===== src/rtl/disp_pkg.sv =====
// Shared constants and state encoding for the display path's BCD-to-binary converter.
package disp_pkg;
    localparam int DIGITS = 4;
    localparam int BIN_W  = 14;
    localparam int CNT_W  = 4;
    localparam int SHIFTS = 14;
    localparam int BCD_W  = DIGITS * 4;

    localparam logic [CNT_W-1:0] CNT_LAST = CNT_W'(SHIFTS - 1);

    typedef enum logic {
        IDLE  = 1'b0,
        SHIFT = 1'b1
    } state_t;
endpackage


===== src/rtl/bcd_nibble_adj.sv =====
// One BCD digit correction step of reverse double-dabble: nibble >= 8 ? nibble-3 : nibble.
module bcd_nibble_adj (
    input  logic [3:0] nib,
    output logic [3:0] adj
);
    assign adj = (nib >= 4'd8) ? nib - 4'd3 : nib;
endmodule


===== src/rtl/bcd_to_bin.sv =====
// Iterative 4-digit BCD to 14-bit binary converter (reverse double-dabble, one bit per cycle).
// Optional digit validation when BCD2BIN_ERR_EN is defined; otherwise err is tied low.
module bcd_to_bin
    import disp_pkg::*;
(
    input  logic             clk,
    input  logic             rst,
    input  logic             start,
    input  logic [BCD_W-1:0] bcd_in,
    output logic [BIN_W-1:0] bin_out,
    output logic             busy,
    output logic             done,
    output logic             err
);
    state_t           state, state_nxt;
    logic [BCD_W-1:0] bcd_sr, bcd_shr, bcd_adj;
    // The 14th (final) bit lands directly in bin_out, so only 13 bits are held here.
    logic [BIN_W-2:0] bin_sr;
    logic [CNT_W-1:0] cnt;
    logic             accept, last, fault, bad_digit;

    assign bcd_shr = {1'b0, bcd_sr[BCD_W-1:1]};

    for (genvar i = 0; i < DIGITS; i++) begin : g_adj
        bcd_nibble_adj u_adj (
            .nib (bcd_shr[i*4 +: 4]),
            .adj (bcd_adj[i*4 +: 4])
        );
    end

`ifdef BCD2BIN_ERR_EN
    always_comb begin
        bad_digit = 1'b0;
        for (int i = 0; i < DIGITS; i++)
            if (bcd_sr[i*4 +: 4] > 4'd9) bad_digit = 1'b1;
    end

    always_ff @(posedge clk or negedge rst) begin
        if (!rst)       err <= 1'b0;
        else if (fault) err <= 1'b1;
        else if (last)  err <= 1'b0;
    end
`else
    assign bad_digit = 1'b0;
    assign err       = 1'b0;
`endif

    always_comb begin
        state_nxt = state;
        accept    = 1'b0;
        last      = 1'b0;
        fault     = 1'b0;
        case (state)
            IDLE: if (start) begin
                accept    = 1'b1;
                state_nxt = SHIFT;
            end
            SHIFT: begin
                // Captured digits are checked on the first SHIFT cycle, before any shifting.
                if (cnt == '0 && bad_digit) begin
                    fault     = 1'b1;
                    state_nxt = IDLE;
                end else if (cnt == CNT_LAST) begin
                    last      = 1'b1;
                    state_nxt = IDLE;
                end
            end
            default: state_nxt = IDLE;
        endcase
    end

    always_ff @(posedge clk or negedge rst) begin
        if (!rst) state <= IDLE;
        else      state <= state_nxt;
    end

    always_ff @(posedge clk or negedge rst) begin
        if (!rst) begin
            bcd_sr  <= '0;
            bin_sr  <= '0;
            cnt     <= '0;
            bin_out <= '0;
            busy    <= 1'b0;
            done    <= 1'b0;
        end else begin
            done <= 1'b0;
            if (accept) begin
                bcd_sr <= bcd_in;
                bin_sr <= '0;
                cnt    <= '0;
                busy   <= 1'b1;
            end else if (fault) begin
                bin_out <= '0;
                busy    <= 1'b0;
                done    <= 1'b1;
            end else if (state == SHIFT) begin
                bcd_sr <= bcd_adj;
                bin_sr <= {bcd_sr[0], bin_sr[BIN_W-2:1]};
                cnt    <= cnt + 1'b1;
                if (last) begin
                    bin_out <= {bcd_sr[0], bin_sr};
                    busy    <= 1'b0;
                    done    <= 1'b1;
                end
            end
        end
    end
endmodule


===== config.mk =====
export PLATFORM = sky130hd
export DESIGN_NAME = bcd_to_bin
export DESIGN_NICKNAME = d
export VERILOG_FILES = /design/src/rtl/disp_pkg.sv /design/src/rtl/bcd_nibble_adj.sv /design/src/rtl/bcd_to_bin.sv
export SDC_FILE = /design/constraint.sdc
export NUM_CORES = 1
export LEC_CHECK = 0
export CAP_MARGIN = 30
export CORE_AREA = 2 2 74 76
export DETAILED_ROUTE_END_ITERATION = 10
export DIE_AREA = 0 0 76 78
export PLACE_DENSITY = 0.73
export SETUP_SLACK_MARGIN = 0.02
export SLEW_MARGIN = 20
export SYNTH_ARGS = -nofsm -noshare
export SYNTH_HDL_FRONTEND = slang
export SYNTH_HIERARCHICAL = 1
export SYNTH_SLANG_ARGS = --single-unit

===== constraint.sdc =====
create_clock -name clk -period 1.3 [get_ports clk]
set_input_delay 0.39 -clock clk [delete_from_list [all_inputs] [get_ports clk]]
set_output_delay 0.39 -clock clk [all_outputs]
set_load 0.02 [all_outputs]

# [After elaboration in Yosys (flattened, before gate mapping)]
# Cells that the tools add are included.
[totals] reg_bits=50 inputBits=19 word_cells=45
[op_classes] addsub=5 n_lt_le_gt_ge=4 n_eq_ne=1 mux=22 bitwise=2 n_reduce_logical=4
[ops] cell="two-way mux 16 bit" count=2
[ops] cell="two-way mux 13 bit" count=2
[ops] cell="two-way mux 4 bit" count=6
[ops] cell=">= comparator 4 bit (second input constant)" count=3
[ops] cell="subtractor 4 x 2 -> 4 bit (second input constant)" count=3
[ops] cell="two-way mux 1 bit" count=11
[ops] cell="adder 4 x 1 -> 4 bit (second input constant)" count=1
[ops] cell="== test 4 bit (second input constant)" count=1
[ops] cell=">= comparator 3 x 4 -> 1 bit (second input constant)" count=1
[ops] cell="nonzero test 2 bit" count=2
[ops] cell="subtractor 3 x 2 -> 4 bit (second input constant)" count=1
[ops] cell="AND reduction 3 bit" count=1
[ops] cell="inverter 1 bit" count=2
[ops] cell="case mux 1 bit (2 select lines)" count=1
[ops] cell="AND reduction 2 bit" count=1

# [Logic depth before layout (Yosys ltp)]
[depth] ltp_word=6 depth_mapped=7 ltp_nobuf=6

# [Hierarchy]
# The synthesis kept the hierarchy.
[by_module_without_submodules] mod="bcd_to_bin" n_inst=1 cells_each=185 area_per_inst_um2=2062.0 seq_area_each_um2=1251.2
[by_module_without_submodules] mod="bcd_nibble_adj" n_inst=4 cells_each=11 area_per_inst_um2=76.3 seq_area_each_um2=0.0

# [Worst setup path after synthesis]
# No wires, ideal clock.
[synth_timing] path_kind="reg2reg" from="reg cnt[0]" to="reg bin_out[10]" setup_time_ps=116 arrival_time_ps=1092 t_required_ps=1184 setup_slack_ps=91 stages_incl_launch_ff=7 n_path_buf=1 period_less_slack_ps=1209 cell_sequence="dfrtp_1 > ha_1 > nand4_4 > clkinv_2 > buf_6 > nand2_1 > nand2_1"
[synth_between] elab_chain_len=4
[synth_lines] element="start, declared" line="bcd_to_bin.sv:19" rtl="logic [CNT_W-1:0] cnt;"
[synth_lines] element="start signal, assigned" line="bcd_to_bin.sv:99" rtl="cnt <= cnt + 1'b1;"
[synth_lines] element="== test 4 bit" line="bcd_to_bin.sv:63" rtl="end else if (cnt == CNT_LAST) begin"
[synth_lines] element="two-way mux 1 bit" line="bcd_to_bin.sv:63"
[synth_lines] element="two-way mux 1 bit" line="bcd_to_bin.sv:53" rtl="case (state)"
[synth_lines] element="AND reduction 3 bit (no line)"
[synth_lines] element="end signal, assigned" line="bcd_to_bin.sv:101" rtl="bin_out <= {bcd_sr[0], bin_sr};"
[synth_lines] element="end, declared" line="bcd_to_bin.sv:10" rtl="output logic [BIN_W-1:0] bin_out,"
# No other way between the ends.
# A chain may end at the register's enable or synchronous reset.

# [Final worst setup path]
[layout_timing] from="reg bin_out[13]" to="out bin_out[13]"
# No word-level cell between the ends.

==> summary.md <==
| Metric | Value |
|---|---|
| Hold Fails Final Rpt | `0` |
| Row count | `26` |
| Core Area | `5040 um2` |
| FMAX | `798 MHz` |
| DP HPWL | `2850 um` |
| Peak VDD IR | `0.000952 V` |
| Largest family of logic cells by synthesized area | `simple AND/OR/NAND/NOR gates` |
| Setup WS pre-CTS | `-0.322 ns` |
| EDFF count, synth | `0` |
| Total Wirelength | `4070 um` |
| Worst path bufs/invs | `1` |
| Area Growth Syn to Fin | `23.7%` |
| Crit end category | `output port` |
| Crit path max fanout | `2` |
| Critical Path AT | `0.86 ns` |
| CTS tree | `yes` |
| Post-synthesis mux area share | `7.24%` |
| WS Path Type | `flip-flop to output port` |
| PwrDens | `2350 nW/um2` |
| Crit path cell chain | `buf_6` |
| Final min period | `1.25 ns` |
| Post-Synth Adder-Cell Area | `5.29%` |
| Startpoint class of the critical path | `flip-flop` |
| Crit path max-delay family | `flip-flops` |
| CTS buffer count | `5` |
| Drt pass-1 iters | `5` |
| Max-cap violations | `0` |
| Clock sink count | `50` |
| Leak | `1.49 nW` |
| H-tree levels | `2` |
| Initial antenna violation count | `0` |
| Clock Skew | `0.00906 ns` |
| Synth Area in Compound Gates | `11.2%` |
| Final Worst Setup Slack | `0.0467 ns` |
| Post-synth ARST share | `100%` |
| DR WL/cell | `11.6 um` |
| CTS Buffer Depth | `2` |
| Via density per instance | `4.80` |
| Syn avg cell area | `10.3 um2` |
| Top FF cell, synth | `dfrtp_1` |
| Clk_lat worst skew | `0.30 ns` |
| DRC | `0` |
| GR Util All Layers | `14.4%` |
| Initial Utilization | `46.9%` |
| Final period util | `96.4%` |
| First-pass GRT wire length | `6970 um` |
| Final net count | `309` |
| Mapped Cells | `229` |
| CTS hold repair buffers | `0` |
| Maximum number of pins on one net before global-route repair | `51` |
| Synth Area in XOR/XNOR | `3.70%` |
| Status | `complete, no violations` |
| Vias in the first global route | `1524` |
| Sequential fraction of the synthesis area | `52.9%` |
| #FFs+latches synth | `50` |
| Hold Crit Class | `input pin to asynchronous set/reset pin` |
| Final Wtd Congestion | `0.708` |
| Clock transition at the registers of the reported paths | `0.10 ns` |
| Number of library cell types mapped by synthesis | `25` |
| Fin. max-slew vios | `0` |
| Inserted Diodes | `0` |
| Req. time, crit path | `0.91 ns` |
| Vias | `1686` |
| GR Overflow Total | `0` |
| CP max stage cell | `dfrtp_1` |
| RSZ-0062 raised after global routing | `no` |
| Die area | `5930 um2` |
| ANT nets after route | `0` |
| Setup violators final | `0` |
| Share of cells above drive strength 1 | `17.1%` |
| Port Buffers | `34` |
| Initial DRC Count | `78` |
| Die Ht | `78 um` |
| Final Util | `58.1%` |
| Die W | `76 um` |
| Crit-path max cell delay | `0.42 ns` |
| Area fraction in and, or, nand and nor cells after synthesis | `14.5%` |
| Clock Tree Root | `clkbuf_8` |
| # IOs | `36` |
| Synthesis Warnings | `6` |
| Mapped Area | `2370 um2` |
[repair_timing]
item / CTS / global route
setup buffers: 0 / 2
resized for setup: 64 / 11
endpoints found under the setup margin: 17 / 33
[synthesized netlist by cell type, drive strengths merged, types with 2 or more instances]
cell type | count | share of area [%]
a21oi | 5 | 1.1
a22o | 15 | 5.5
buf | 11 | 3.3
dfrtp | 50 | 53
ha | 10 | 5.3
inv | 9 | 1.4
mux2i | 16 | 6.8
nand2 | 63 | 10
nand2b | 5 | 1.3
nand3 | 2 | 0.42
nor2 | 3 | 0.79
nor2b | 4 | 1.1
o21ai | 20 | 4.2
xnor2 | 5 | 1.8
xor2 | 5 | 1.8
[placed cells by master, fill, tap and decap left out, types with 2 or more instances in the layout]
cell / Yosys / final
inv_1: 9 / 9
dfrtp_1: 50 / 49
nor2_1: 2 / 2
conb_1: 1 / 6
buf_2: 6 / 14
nor2b_1: 4 / 4
nand2b_1: 5 / 5
a21oi_1: 5 / 5
buf_6: 3 / 4
buf_4: 2 / 15
clkdlybuf4s50_1: 0 / 16
xnor2_1: 5 / 5
o21ai_1: 6 / 6
o21ai_0: 14 / 14
clkbuf_8: 0 / 5
mux2i_1: 16 / 16
xor2_1: 5 / 5
nand3_1: 2 / 2
ha_1: 10 / 9
a22o_1: 15 / 15
nand2_1: 63 / 63
[metal layers]
layer | up-vias | global-route usage [%] | share of wire (%)
li1 | 847 | - | -
met1 | 803 | 18.1 | 45
met2 | 32 | 24.6 | 49
met3 | 4 | 3.84 | 4.8
met4 | 0 | 4.36 | 0.98
met5 | - | 0 | 0
[power breakdown]
group	switching, mW	internal, mW
Combinational	1.42	1.43
Sequential	0.645	2.30
Clock	0.525	0.577
Total	2.59	4.31
[flip-flops by register name, indices dropped and copies added, names as in the netlist]
register and flops:
bcd_sr 16, bin_out 14, bin_sr 13, cnt 4
busy 1, done 1, state 1
[path summary, 6_finish.rpt]
kind	start	slack, ns	to	cells past startpoint
max in group asynchronous	rst	1.00	bcd_sr[9]	2
min in group clk	bin_out[8]	0.47	bin_out[8]	2
setup / recovery	bin_out[13]	0.05	bin_out[13]	1
hold / removal	rst	0.06	bin_out[4]	2
setup reg to reg	cnt[1]	0.10	bin_out[11]	6
hold reg to reg	bin_out[8]	0.47	bin_out[8]	2
[through the flow]
step	hold slack (ns)	power [mW]	TNS (ns)	cells	instance area, um2
2_1_floorplan	0.0944	4.92	0	234	2390
3_3_place_gp	0.399	5.85	-7.36	341	2850
3_5_place_dp	0.397	5.98	-8.26	341	2850
4_1_cts	0.0669	6.89	0	349	2880
5_1_grt	0.0780	7.49	0	351	2930
6_report	0.0638	6.90	0	351	2930
[kinds of logic (layout without fill, tap and decap cells)]
family,Yosys count,after routing
adders and majority gates,10,10
and+or+nand+nor,78,78
DFF,50,50
muxes,17,17
xor gates and xnor gates,10,10
other,1,6
AOI/OAI and AO/OA,41,41
buffers and inverters,22,69
[area by class of cell]
class / instances / area (um2)
clock buffers: 5 / 68.8
clock inverters: 3 / 43.8
fillers: 471 / 2110
inverters: 10 / 40.0
multi-input cells: 162 / 1020
flip-flops and latches: 50 / 1250
well taps: 70 / 87.6
repair buffers: 51 / 420
No activity file was read; power rests on OpenSTA's default activity.
